--- src/rtl/pkt_send_driver_pkg.sv ---
// Shared packet layout definitions for the SPART packet send and read drivers.
package pkt_send_driver_pkg;

  localparam logic [1:0] ADDR_STATUS = 2'b00;
  localparam logic [1:0] ADDR_X      = 2'b01;
  localparam logic [1:0] ADDR_Y      = 2'b10;

  localparam int PKT_BYTES = 6;

  typedef enum logic [1:0] {
    ST_IDLE     = 2'd0,
    ST_WAIT_TBR = 2'd1,
    ST_GAP      = 2'd2,
    ST_DONE     = 2'd3
  } pkt_state_e;

  typedef struct packed {
    logic [15:0] status;
    logic [15:0] x;
    logic [15:0] y;
  } pkt_words_t;

endpackage

--- src/rtl/pkt_send_driver_byte_mux.sv ---
// Picks one byte of a packet by index: status, x, y, each high byte first.
module pkt_byte_mux
  import pkt_send_driver_pkg::*;
(
  input  pkt_words_t  words,
  input  logic [2:0]  index,
  output logic [7:0]  sel_byte
);

  always_comb begin
    case (index)
      3'd0:    sel_byte = words.status[15:8];
      3'd1:    sel_byte = words.status[7:0];
      3'd2:    sel_byte = words.x[15:8];
      3'd3:    sel_byte = words.x[7:0];
      3'd4:    sel_byte = words.y[15:8];
      3'd5:    sel_byte = words.y[7:0];
      default: sel_byte = 8'h00;
    endcase
  end

endmodule

--- src/rtl/pkt_send_driver.sv ---
// Snapshots the staged status/x/y words and paces six bytes into the SPART
// transmitter using the tbr handshake; every output is a flop.
module pkt_send_driver
  import pkt_send_driver_pkg::*;
#(
  parameter int unsigned GAP_CYCLES = 1
) (
  input  logic        clk,
  input  logic        rst,
  input  logic [1:0]  addr,
  input  logic [15:0] data_in,
  input  logic        wr,
  input  logic        send,
  input  logic        tbr,
  output logic        iocs,
  output logic        tx_write,
  output logic [7:0]  tx_data,
  output logic        busy,
  output logic        done
);

  localparam logic [3:0] GAP_LOAD = 4'(GAP_CYCLES);
  localparam logic [2:0] LAST_IDX = 3'(PKT_BYTES - 1);

  pkt_state_e state_q, state_d;
  logic [2:0] idx_q, idx_d;
  logic [3:0] gap_q, gap_d;
  logic       pending_q, pending_d;
  pkt_words_t staging_q, staging_d;
  pkt_words_t snap_q, snap_d;
  logic       tx_write_d;
  logic       in_flight;
  logic [7:0] byte_d;

  // Staging with this cycle's write folded in, so a start coinciding with
  // a write snapshots the new value.
  always_comb begin
    // NOTE: every always_comb output gets a default first; a path that leaves
    // one unassigned would infer a latch.
    staging_d = staging_q;
    if (wr) begin
      case (addr)
        ADDR_STATUS: staging_d.status = data_in;
        ADDR_X:      staging_d.x      = data_in;
        ADDR_Y:      staging_d.y      = data_in;
        default:     ;
      endcase
    end
  end

  always_comb begin
    state_d    = state_q;
    idx_d      = idx_q;
    gap_d      = gap_q;
    pending_d  = pending_q;
    snap_d     = snap_q;
    tx_write_d = 1'b0;

    case (state_q)
      ST_IDLE: begin
        if (send || pending_q) begin
          snap_d    = staging_d;
          pending_d = 1'b0;
          idx_d     = 3'd0;
          state_d   = ST_WAIT_TBR;
        end
      end
      ST_WAIT_TBR: begin
        if (tbr) begin
          tx_write_d = 1'b1;
          gap_d      = GAP_LOAD;
          state_d    = ST_GAP;
        end
      end
      ST_GAP: begin
        gap_d = gap_q - 4'd1;
        if (gap_q <= 4'd1) begin
          if (idx_q == LAST_IDX) begin
            state_d = ST_DONE;
          end else begin
            idx_d   = idx_q + 3'd1;
            state_d = ST_WAIT_TBR;
          end
        end
      end
      ST_DONE: state_d = ST_IDLE;
      default: state_d = ST_IDLE;
    endcase

    // One-deep request memory; a send in DONE is caught here too.
    if (state_q != ST_IDLE && send) pending_d = 1'b1;
  end

  assign in_flight = (state_d == ST_WAIT_TBR) || (state_d == ST_GAP);

  pkt_byte_mux u_byte_mux (
    .words    (snap_d),
    .index    (idx_d),
    .sel_byte (byte_d)
  );

  always_ff @(posedge clk or negedge rst) begin
    if (!rst) begin
      state_q   <= ST_IDLE;
      idx_q     <= 3'd0;
      gap_q     <= 4'd0;
      pending_q <= 1'b0;
      staging_q <= '0;
      snap_q    <= '0;
      iocs      <= 1'b0;
      tx_write  <= 1'b0;
      tx_data   <= 8'h00;
      busy      <= 1'b0;
      done      <= 1'b0;
    end else begin
      // NOTE: non-blocking assignments here so every flop samples the
      // pre-edge values regardless of statement order.
      state_q   <= state_d;
      idx_q     <= idx_d;
      gap_q     <= gap_d;
      pending_q <= pending_d;
      staging_q <= staging_d;
      snap_q    <= snap_d;
      iocs      <= in_flight;
      tx_write  <= tx_write_d;
      tx_data   <= in_flight ? byte_d : 8'h00;
      busy      <= (state_d != ST_IDLE);
      done      <= (state_d == ST_DONE);
    end
  end

endmodule

--- config.mk ---
export PLATFORM = sky130hd
export DESIGN_NAME = pkt_send_driver
export DESIGN_NICKNAME = d
export VERILOG_FILES = /design/src/rtl/pkt_send_driver_pkg.sv /design/src/rtl/pkt_send_driver_byte_mux.sv /design/src/rtl/pkt_send_driver.sv
export SDC_FILE = /design/constraint.sdc
export NUM_CORES = 1
export LEC_CHECK = 0
export CORE_ASPECT_RATIO = 2
export CORE_MARGIN = 4
export CORE_UTILIZATION = 55
export DETAILED_ROUTE_END_ITERATION = 16
export GPL_TIMING_DRIVEN = 0
export HOLD_SLACK_MARGIN = 0.08
export PLACE_DENSITY = 0.75
export SLEW_MARGIN = 20
export SYNTH_ARGS = -nofsm -noshare
export SYNTH_HDL_FRONTEND = slang
export SYNTH_SLANG_ARGS = --single-unit
--- constraint.sdc ---
create_clock -name clk -period 3.1 [get_ports clk]
set_input_delay 0.62 -clock clk [delete_from_list [all_inputs] [get_ports clk]]
set_output_delay 0.62 -clock clk [all_outputs]
set_load 0.05 [all_outputs]
=== After elaboration in Yosys (flattened, before gate mapping) ===
Cells that the tools add are included.

* Mux-type cells: 24
* $add $sub $neg: 2
* Reduce and logical (&&, ||, !) cells: 13
* Equal/unequal tests: 15
* Order comparisons: 1

{| class="wikitable"
|+ Operators with widths
! operator !! count
|-
| $mux 48 || 3
|-
| $mux 16 || 3
|-
| $pmux 8 s6 || 1
|-
| $eq 2x2->1 const B || 5
|-
| $reduce_bool 2->1 || 5
|-
| $eq 3x3->1 const B || 3
|-
| $mux 3 || 3
|-
| $mux 2 || 4
|-
| $mux 8 || 1
|-
| $pmux 2 s4 || 1
|-
| $pmux 4 s2 || 1
|-
| $eq 2x1->1 const B || 3
|-
| $eq 3x2->1 const B || 2
|-
| $pmux 3 s2 || 1
|-
| $mux 1 || 5
|-
| $le 4x1->1 const B || 1
|-
| $logic_not 2->1 || 2
|-
| $mux 4 || 1
|-
| $reduce_and 2->1 || 2
|-
| $sub 4x1->4 const B || 1
|-
| $add 3x1->3 const B || 1
|-
| $eq 3x1->1 const B || 1
|-
| $logic_not 3->1 || 1
|-
| $logic_or 1x1->1 || 2
|-
| other kinds (2) || 2
|}

* Bits in registers: 118
* Word-level logic and storage cells: 70
* Input port bits: 23

=== Logic depth before layout (Yosys ltp) ===
Gate-level depths: netlist (run 1).

* Word-level depth: 7
* Depth in mapped cells: 12

=== Cells and area by module ===
A second synthesis (run 1) with hierarchy kept.

* Cell total of the unflattened synthesis: 343
* Area total of the unflattened synthesis: 5014.8 µm²

{| class="wikitable"
|+ By module, submodules not included
! module !! area each (µm²) !! seq. area each (µm²) !! times used !! cells each
|-
| pkt_send_driver || 4554.4 || 2952.8 || 1 || 289
|-
| pkt_byte_mux || 460.4 || 0.0 || 1 || 54
|}

=== Worst setup path after synthesis (run 1) ===
OpenSTA, ideal clock, no wires.

* Kind: register to register
* From: register gap_q[0]
* To: register tx_data[0]
* Arrival time: 2.291 ns
* Cell stages (with the launch flop): 13
* Setup time: 0.141 ns
* Buffers on the path: 2
* Path slack: 0.669 ns
* Cells stage by stage: dfrtp_1 -> inv_1 -> ha_1 -> or2_0 -> clkbuf_1 -> nand2_1 -> o32ai_1 -> ha_1 -> inv_1 -> clkbuf_1 -> nor3_1 -> nand2b_1 -> o311ai_1

* Longest elaborated chain between the ends: 6

{| class="wikitable"
|+ Ends and longest elaborated chain
! what !! RTL line !! RTL
|-
| from (decl) || pkt_send_driver.sv:27 || <nowiki>logic [3:0] gap_q, gap_d;</nowiki>
|-
| from (signal assigned) || pkt_send_driver.sv:120 || <nowiki>gap_q <= gap_d;</nowiki>
|-
| $le 4x1->1 (*) || pkt_send_driver.sv:77 || <nowiki>if (gap_q <= 4'd1) begin</nowiki>
|-
| $mux 2 (*) || pkt_send_driver.sv:77 ||
|-
| $pmux 2 s4 (*) || pkt_send_driver.sv:59 || <nowiki>case (state_q)</nowiki>
|-
| via state_d[0] || pkt_send_driver.sv:25 || <nowiki>pkt_state_e state_q, state_d;</nowiki>
|-
| $eq 2x1->1 or $eq 2x2->1 (tied branches) || pkt_send_driver.sv:94 || <nowiki>assign in_flight = (state_d == ST_WAIT_TBR) || (state_d == ST_GAP);</nowiki>
|-
| $logic_or 1x1->1 (*) || pkt_send_driver.sv:94 ||
|-
| via in_flight || pkt_send_driver.sv:32 || <nowiki>logic in_flight;</nowiki>
|-
| $mux 8 (*) || pkt_send_driver.sv:126 || <nowiki>tx_data <= in_flight ? byte_d : 8'h00;</nowiki>
|-
| to (signal assigned) || pkt_send_driver.sv:126 ||
|-
| to (decl) || pkt_send_driver.sv:17 || <nowiki>output logic [7:0] tx_data,</nowiki>
|}

Mark *: on every way through the listed nets, which the timed path passes. The rest lies on a longest branch.
A chain may end at the register's enable or synchronous reset.

=== Worst setup path in the final report (run 1) ===
* From: register gap_q[0]
* To: register tx_data[4]

Same word-level chain as after synthesis.

==> impl_metrics.csv, run 1 <==
group,metric,value,unit
layout,ff_latch_area,2953,sq um
logic_synthesis,ys_seq_elements,118,
sta,whs,0.1024,ns
clock_network,tritoncts.num_buffers,17,
logic_synthesis,yosys-top-cells-area,"dfrtp_1 (59%), mux2_2 (21%), mux2i_1 (4.2%)",
clock_network,path_clk_slew,0.05,ns
pwr,irDropWorstVdd,626.7,uV
floorplanning,core,8708,sq um
sta,tightest_slew_margin_relative_to_the_limit,0.5015,
sta,number_of_setup_violations_in_the_final_report,0,
logic_synthesis,post_synth_instance_area,4977,sq um
sta,period_share,0.9299,
route,wire_per_inst,19.48,um
floorplanning,die-area,10730,sq um
placement,placement.cell_area,5472,sq um
worst_hold_path,timing.hold.worst.class,"in2async",
route,drcViolationCount,0,
logic_synthesis,post-synth-top-area-fraction,0.5933,
pwr,post-layout-total-power,6.899,mW
layout,multi_input_area,1903,sq um
layout,filler_cell_count,586,
setup_path,arrival,3.15,ns
sta,timing_hold_violations_final,0,
grt,vias_in_the_first_global_route,3284,
clock_network,cts_tree,"yes",
setup_path,cpMostUsedCell,"ha_1",
layout,layout-area-overhead-vs-synth,22.80,%
setup_path,worst_setup_path_start_kind,"flip-flop",
route,initialDrtViolationCount,116,
logic_synthesis,synthesis.nets,373,
layout,antennaDiodeCount,0,
layout,post_layout_net_count,428,
grt,number_of_antenna_violations_at_the_first_check_in_global_routing,0,
route,wl,9917,um
status,outcome,"finished, final reports clean",
layout,layout-drive-gt1-share,0.3619,
floorplanning,rows,48,
logic_synthesis,synth_ff_type,"dfrtp_1",
route,dr.pass1.iters,5,
setup_path,critical_path_capture_point_type,"flip-flop",
job,max_cap_viol_count,0,
grt,gr-total-overflow,0,
sta,timing_max_transition_violations_final,0,
logic_synthesis,yosysMostFrequentCell,"dfrtp_1",
grt,maximum_number_of_pins_on_one_net_before_global_route_repair,85,
setup_path,critical_path_class,"reg2reg",
sta,post-route-min-period,2.883,ns
setup_path,stage_delay_of_the_slowest_cell_on_the_critical_path,0.47,ns
setup_path,cp_cell_sequence,"inv_1 > ha_1 > or2_0 > clkbuf_1 > nand2_1 > o32ai_1 > ha_1 > clkinvlp_4 > buf_4 > o311ai_1",
logic_synthesis,synth_warnings,0,
route,postRouteAntennaNets,0,
floorplanning,initial_core_util,0.5716,
route,route.detailed.vias_per_inst,5.776,
clock_network,clkLatencyLatePin,0.41,ns
floorplanning,io-pin-count,35,
clock_network,cts_htree_levels,4,
logic_synthesis,post_synth_inst_count,344,
layout,design_area,6112,sq um
sta,timing.fmax,346.9,MHz
grt,grt_use_total,0.2103,
floorplanning,chipWidth,75.27,um
pwr,powerDensity,1129,nW/um^2
logic_synthesis,synthesis.area_per_instance,14.47,sq um
clock_network,cts_root_buf,"clkbuf_16",
clock_network,hold_buffers,0,
sta,worst_skew,0.005389,ns
clock_network,cts_max_path_buffers,2,
placement,dp.final_hpwl,6800,um
floorplanning,chipHeight,142.5,um
logic_synthesis,post_synth_num_cell_types,45,
sta,slew_of_the_pin_with_the_lowest_slew_margin,0.7270,ns
sta,postLayoutSetupSlackWorst,0.2172,ns
placement,place.gp.congestion,0.8087,
logic_synthesis,synth.largest_area_cell,"dfrtp_1",
grt,grt_first_pass_wirelength,16270,um
pwr,static-leakage-power,2.735,nW
logic_synthesis,synthArstFlopShare,1.000,
logic_synthesis,synthTopCellsByCount,"dfrtp_1 (118), mux2_2 (93), mux2i_1 (21)",
placement,placement.io_buffers,34,
logic_synthesis,synth_edf_count,0,
logic_synthesis,synth-seq-area-share,0.5933,
route,vias,2940,
clock_network,number_of_sinks_driven_by_the_clock_tree,118,
setup_path,critical_path.max_fanout,6,
layout,utilization,0.7019,
setup_path,cp_slowest_cell,"o32ai_1",
setup_path,worst_ep_required_time,3.37,ns
placement,dp_worst_setup_slack,-0.6132,ns
sequential cells by signal, summed over array words and instances, names as in the netlist:
signal	cells
pending_q	1
state_q	2
iocs	1
gap_q	4
idx_q	3
staging_q	48
snap_q	48
tx_data	8
done	1
tx_write	1
busy	1
path summary, 6_finish.rpt:
kind / startpoint / end / slack [ns] / cells after the start
max: gap_q[0] / tx_data[4] / 0.22 / 10
min: rst / busy / 0.10 / 1
max reg2reg: gap_q[0] / tx_data[4] / 0.22 / 10
min reg2reg: staging_q[45] / staging_q[45] / 0.49 / 1
max in group asynchronous: rst / snap_q[9] / 2.29 / 2
min in group clk: staging_q[45] / staging_q[45] / 0.49 / 1
critical path: cells and delay by family, from the launching register on:
| family | cells | cell delay [ns] |
|---|---|---|
| AOI/OAI and AO/OA | 2 | 0.85 |
| adders and majority gates | 2 | 0.51 |
| buffers and inverters | 4 | 0.77 |
| DFF | 1 | 0.42 |
| and+or+nand+nor | 2 | 0.20 |
layout make-up:
| class | count | share of cell area |
|---|---|---|
| plain buffers | 14 | 0.01556 |
| clock buffers | 27 | 0.08884 |
| clock inverters | 2 | 0.009826 |
| inverters | 12 | 0.007984 |
| multi-input cells | 199 | 0.3114 |
| flip-flops and latches | 118 | 0.4831 |
| well taps | 100 | 0.02047 |
| repair buffers | 37 | 0.06285 |
power breakdown:
group          internal (mW)  switching (mW)  total, mW  leakage [nW]
registers               2.11           0.167       2.28          1.42
clock network           1.34           0.614       1.95         0.298
logic                   1.19            1.48       2.67          1.02
through the flow:
| step | std cells | setup TNS [ns] |
|---|---|---|
| 2_1_floorplan | 344 | 0 |
| 3_3_place_gp | 478 | -338.92 |
| 3_5_place_dp | 479 | -2.953 |
| 4_1_cts | 507 | 0 |
| 5_1_grt | 509 | -0.01738 |
| 6_report | 509 | 0 |
kinds of logic (layout without fill, tap and decap cells):
| family | after synthesis | count (layout) | share of synthesized area |
|---|---|---|---|
| flip-flops | 118 | 118 | 0.5933 |
| multiplexers | 117 | 117 | 0.2609 |
| AND/OR/NAND/NOR | 50 | 50 | 0.06285 |
| buffers and inverters | 27 | 92 | 0.02891 |
| AO/OA/AOI/OAI | 25 | 25 | 0.03721 |
| adder cells (fa/ha/maj) | 6 | 6 | 0.01508 |
| XOR/XNOR | 1 | 1 | 0.001760 |
repair_timing:
action	in CTS	in global routing
resized for setup	2	3
endpoints found under the setup margin	5	6
pin swaps	0	0
buffers inserted	0	2
layout by cell type (no fill, tap or decap), drive strengths merged, types with 3 or more instances in the layout:
master         count
clkbuf            28
mux2i             21
nand2              5
nand2b            12
a31oi              3
mux2              96
o311ai             5
inv               11
buf               17
nor2               6
nand3b             3
o21ai              4
dfrtp            118
clkdlybuf4s50     33
or3                3
nor3               5
nor3b              3
ha                 6
nand3              7
layer usage:
| layer | GRT usage | vias to the layer above | share of wire |
|---|---|---|---|
| li1 | - | 1344 | - |
| met1 | 0.2266 | 1519 | 0.37 |
| met2 | 0.3753 | 58 | 0.58 |
| met3 | 0.05375 | 19 | 0.031 |
| met4 | 0.09032 | 0 | 0.022 |
| met5 | 0 | - | 0 |
(Power assumes the default switching activity.)
==> run 2, diff against run 1 <==
- REMOVE_ABC_BUFFERS: default -> 1
- SKIP_LAST_GASP: default -> 1
==> impl_metrics.csv, run 2 (same netlist as run 1, synthesis figures left out) <==
group,metric,value,unit
grt,grt_use_total,0.2030,
pwr,power_switching_share,0.3302,
clock_network,clkLatencyLatePin,0.41,ns
sta,tightest_slew_margin_relative_to_the_limit,0.2818,
setup_path,r2r_cells,10,
route,wl,9807,um
layout,design_area,6112,sq um
sta,number_of_setup_violations_in_the_final_report,0,
setup_path,critical_path_capture_point_type,"flip-flop",
layout,utilization,0.7019,
pwr,irDropWorstVdd,703.2,uV
pwr,power.sequential.fraction,0.327,
job,max_cap_viol_count,0,
clock_network,cts_tree,"yes",
sta,timing.fmax,335.5,MHz
pwr,power_switching,2.322,mW
grt,number_of_antenna_violations_at_the_first_check_in_global_routing,0,
pwr,powerDensity,1151,nW/um^2
setup_path,setup.reg_to_reg.worst_slack,0.20,ns
sta,slew_of_the_pin_with_the_lowest_slew_margin,1.076,ns
status,outcome,"finished, final reports clean",
placement,dp.final_hpwl,6221,um
floorplanning,core,8708,sq um
layout,multi_input_area,1931,sq um
layout,filler_cell_count,606,
sta,worst_skew,0.007725,ns
grt,maximum_number_of_pins_on_one_net_before_global_route_repair,85,
grt,vias_in_the_first_global_route,3124,
layout,top_library_cells_by_usage_in_the_layout_fill_and_taps_aside,"dfrtp_1 (118), mux2_2 (93), clkdlybuf4s50_1 (33), mux2i_1 (20), clkbuf_16 (17)",
worst_hold_path,timing.hold.worst.class,"in2async",
sta,setup-tns-final,0,ns
grt,grt_first_pass_wirelength,15710,um
route,initialDrtViolationCount,96,
floorplanning,chipWidth,75.27,um
sta,timing_max_transition_violations_final,0,
pwr,power.clock.fraction,0.282,
setup_path,worstReg2RegEnd,"tx_data[4]",
clock_network,number_of_sinks_driven_by_the_clock_tree,118,
layout,layout-area-overhead-vs-synth,22.80,%
layout,layout_top_registers,"snap_q x48, staging_q x48, tx_data x8",
grt,gr-total-overflow,0,
route,wire_per_inst,19.61,um
pwr,static-leakage-power,2.719,nW
layout,layout-drive-gt1-share,0.3600,
floorplanning,io-pin-count,35,
setup_path,rr_startpoint,"gap_q[0]",
setup_path,critical_path_class,"in2reg",
floorplanning,rows,48,
clock_network,cts_max_path_buffers,2,
clock_network,cts_root_buf,"clkbuf_16",
placement,place.gp.congestion,0.8451,
sta,timing_hold_violations_final,0,
route,dr.pass1.iters,4,
layout,ff_latch_area,2953,sq um
floorplanning,chipHeight,142.5,um
clock_network,tritoncts.num_buffers,17,
floorplanning,initial_core_util,0.5716,
setup_path,arrival,3.26,ns
clock_network,cts_htree_levels,4,
setup_path,worst_ep_required_time,3.38,ns
floorplanning,die-area,10730,sq um
sta,post-route-min-period,2.981,ns
sta,postLayoutSetupSlackWorst,0.1190,ns
route,vias,2906,
clock_network,path_clk_slew,0.05,ns
placement,dp_worst_setup_slack,-0.5585,ns
layout,post_layout_net_count,417,
setup_path,critical_path.max_fanout,9,
pwr,intPower,4.710,mW
route,postRouteAntennaNets,0,
sta,whs,0.09226,ns
route,drcViolationCount,0,
placement,placement.io_buffers,34,
layout,layout.cells.most_common,"dfrtp_1",
clock_network,hold_buffers,0,
route,route.detailed.vias_per_inst,5.812,
placement,placement.cell_area,5446,sq um
layout,antennaDiodeCount,0,
pwr,pwr-share-comb,0.392,
setup_path,worst_setup_path_start_kind,"input port",
sta,period_share,0.9616,
## run 2: changes by cell type in the layout (fill, tap and decap cells not counted), sizes merged
cell,change
buf,-10
clkbuf,-6
bufinv,+1
clkinv,+6
## run 2: power groups by stage
stage,Sequential (mW),Clock (mW),Combinational [mW]
2_1_floorplan,2.47,0,1.60
3_3_place_gp,2.29,0,2.43
3_5_place_dp,2.32,0,2.56
4_1_cts,2.30,2.02,2.61
5_1_grt,2.35,2.09,2.95
6_report,2.30,1.98,2.75
## run 2: metal layers
| metal | global-route usage | up-vias | routed length (um) |
|---|---|---|---|
| li1 | - | 1323 | - |
| met4 | 0.08018 | 0 | 214 |
| met1 | 0.2180 | 1518 | 3766 |
| met3 | 0.06860 | 17 | 291 |
| met2 | 0.3556 | 48 | 5534 |
| met5 | 0 | - | 0 |
## run 2: worst max-delay path by stage
stage,to,slack [ns],cells past startpoint,from
floorplan,tx_data[7],-0.68,5,send
global placement,snap_q[44],-2.90,1,rst
detailed placement,tx_data[4],-0.56,10,send
CTS,tx_data[7],0.07,7,wr
global route,tx_data[4],-0.03,10,send
finish,tx_data[4],0.12,10,send
## run 2: area by class of cell
class | instances | share of cell area
clock buffer | 22 | 0.07922
clock inverter | 9 | 0.02027
inverter | 12 | 0.007984
multi-input combinational | 199 | 0.3159
sequential | 118 | 0.4831
tap | 100 | 0.02047
timing repair buffer | 40 | 0.07308
## run 2: metrics by stage
stage                     cells  total power, mW
after detailed placement    466            4.881
after global routing        500            7.388
after CTS                   497            6.935
final                       500            7.033
after global placement      463            4.717
after floorplan             329            4.070
## run 2: critical path, stage by stage
cell and delay (ns):
clkdlybuf4s50_1 0.49, nor3_1 0.36, nor2_1 0.11, a21oi_1 0.17, o32ai_1 0.17, ha_1 0.43, clkinvlp_4 0.28, nor3_4 0.39
nand2b_1 0.11, o311ai_1 0.13
## run 2: timing repair
item / CTS / global route
buffers inserted: 0 / 3
endpoints found under the setup margin: 5 / 6
resized for setup: 2 / 4
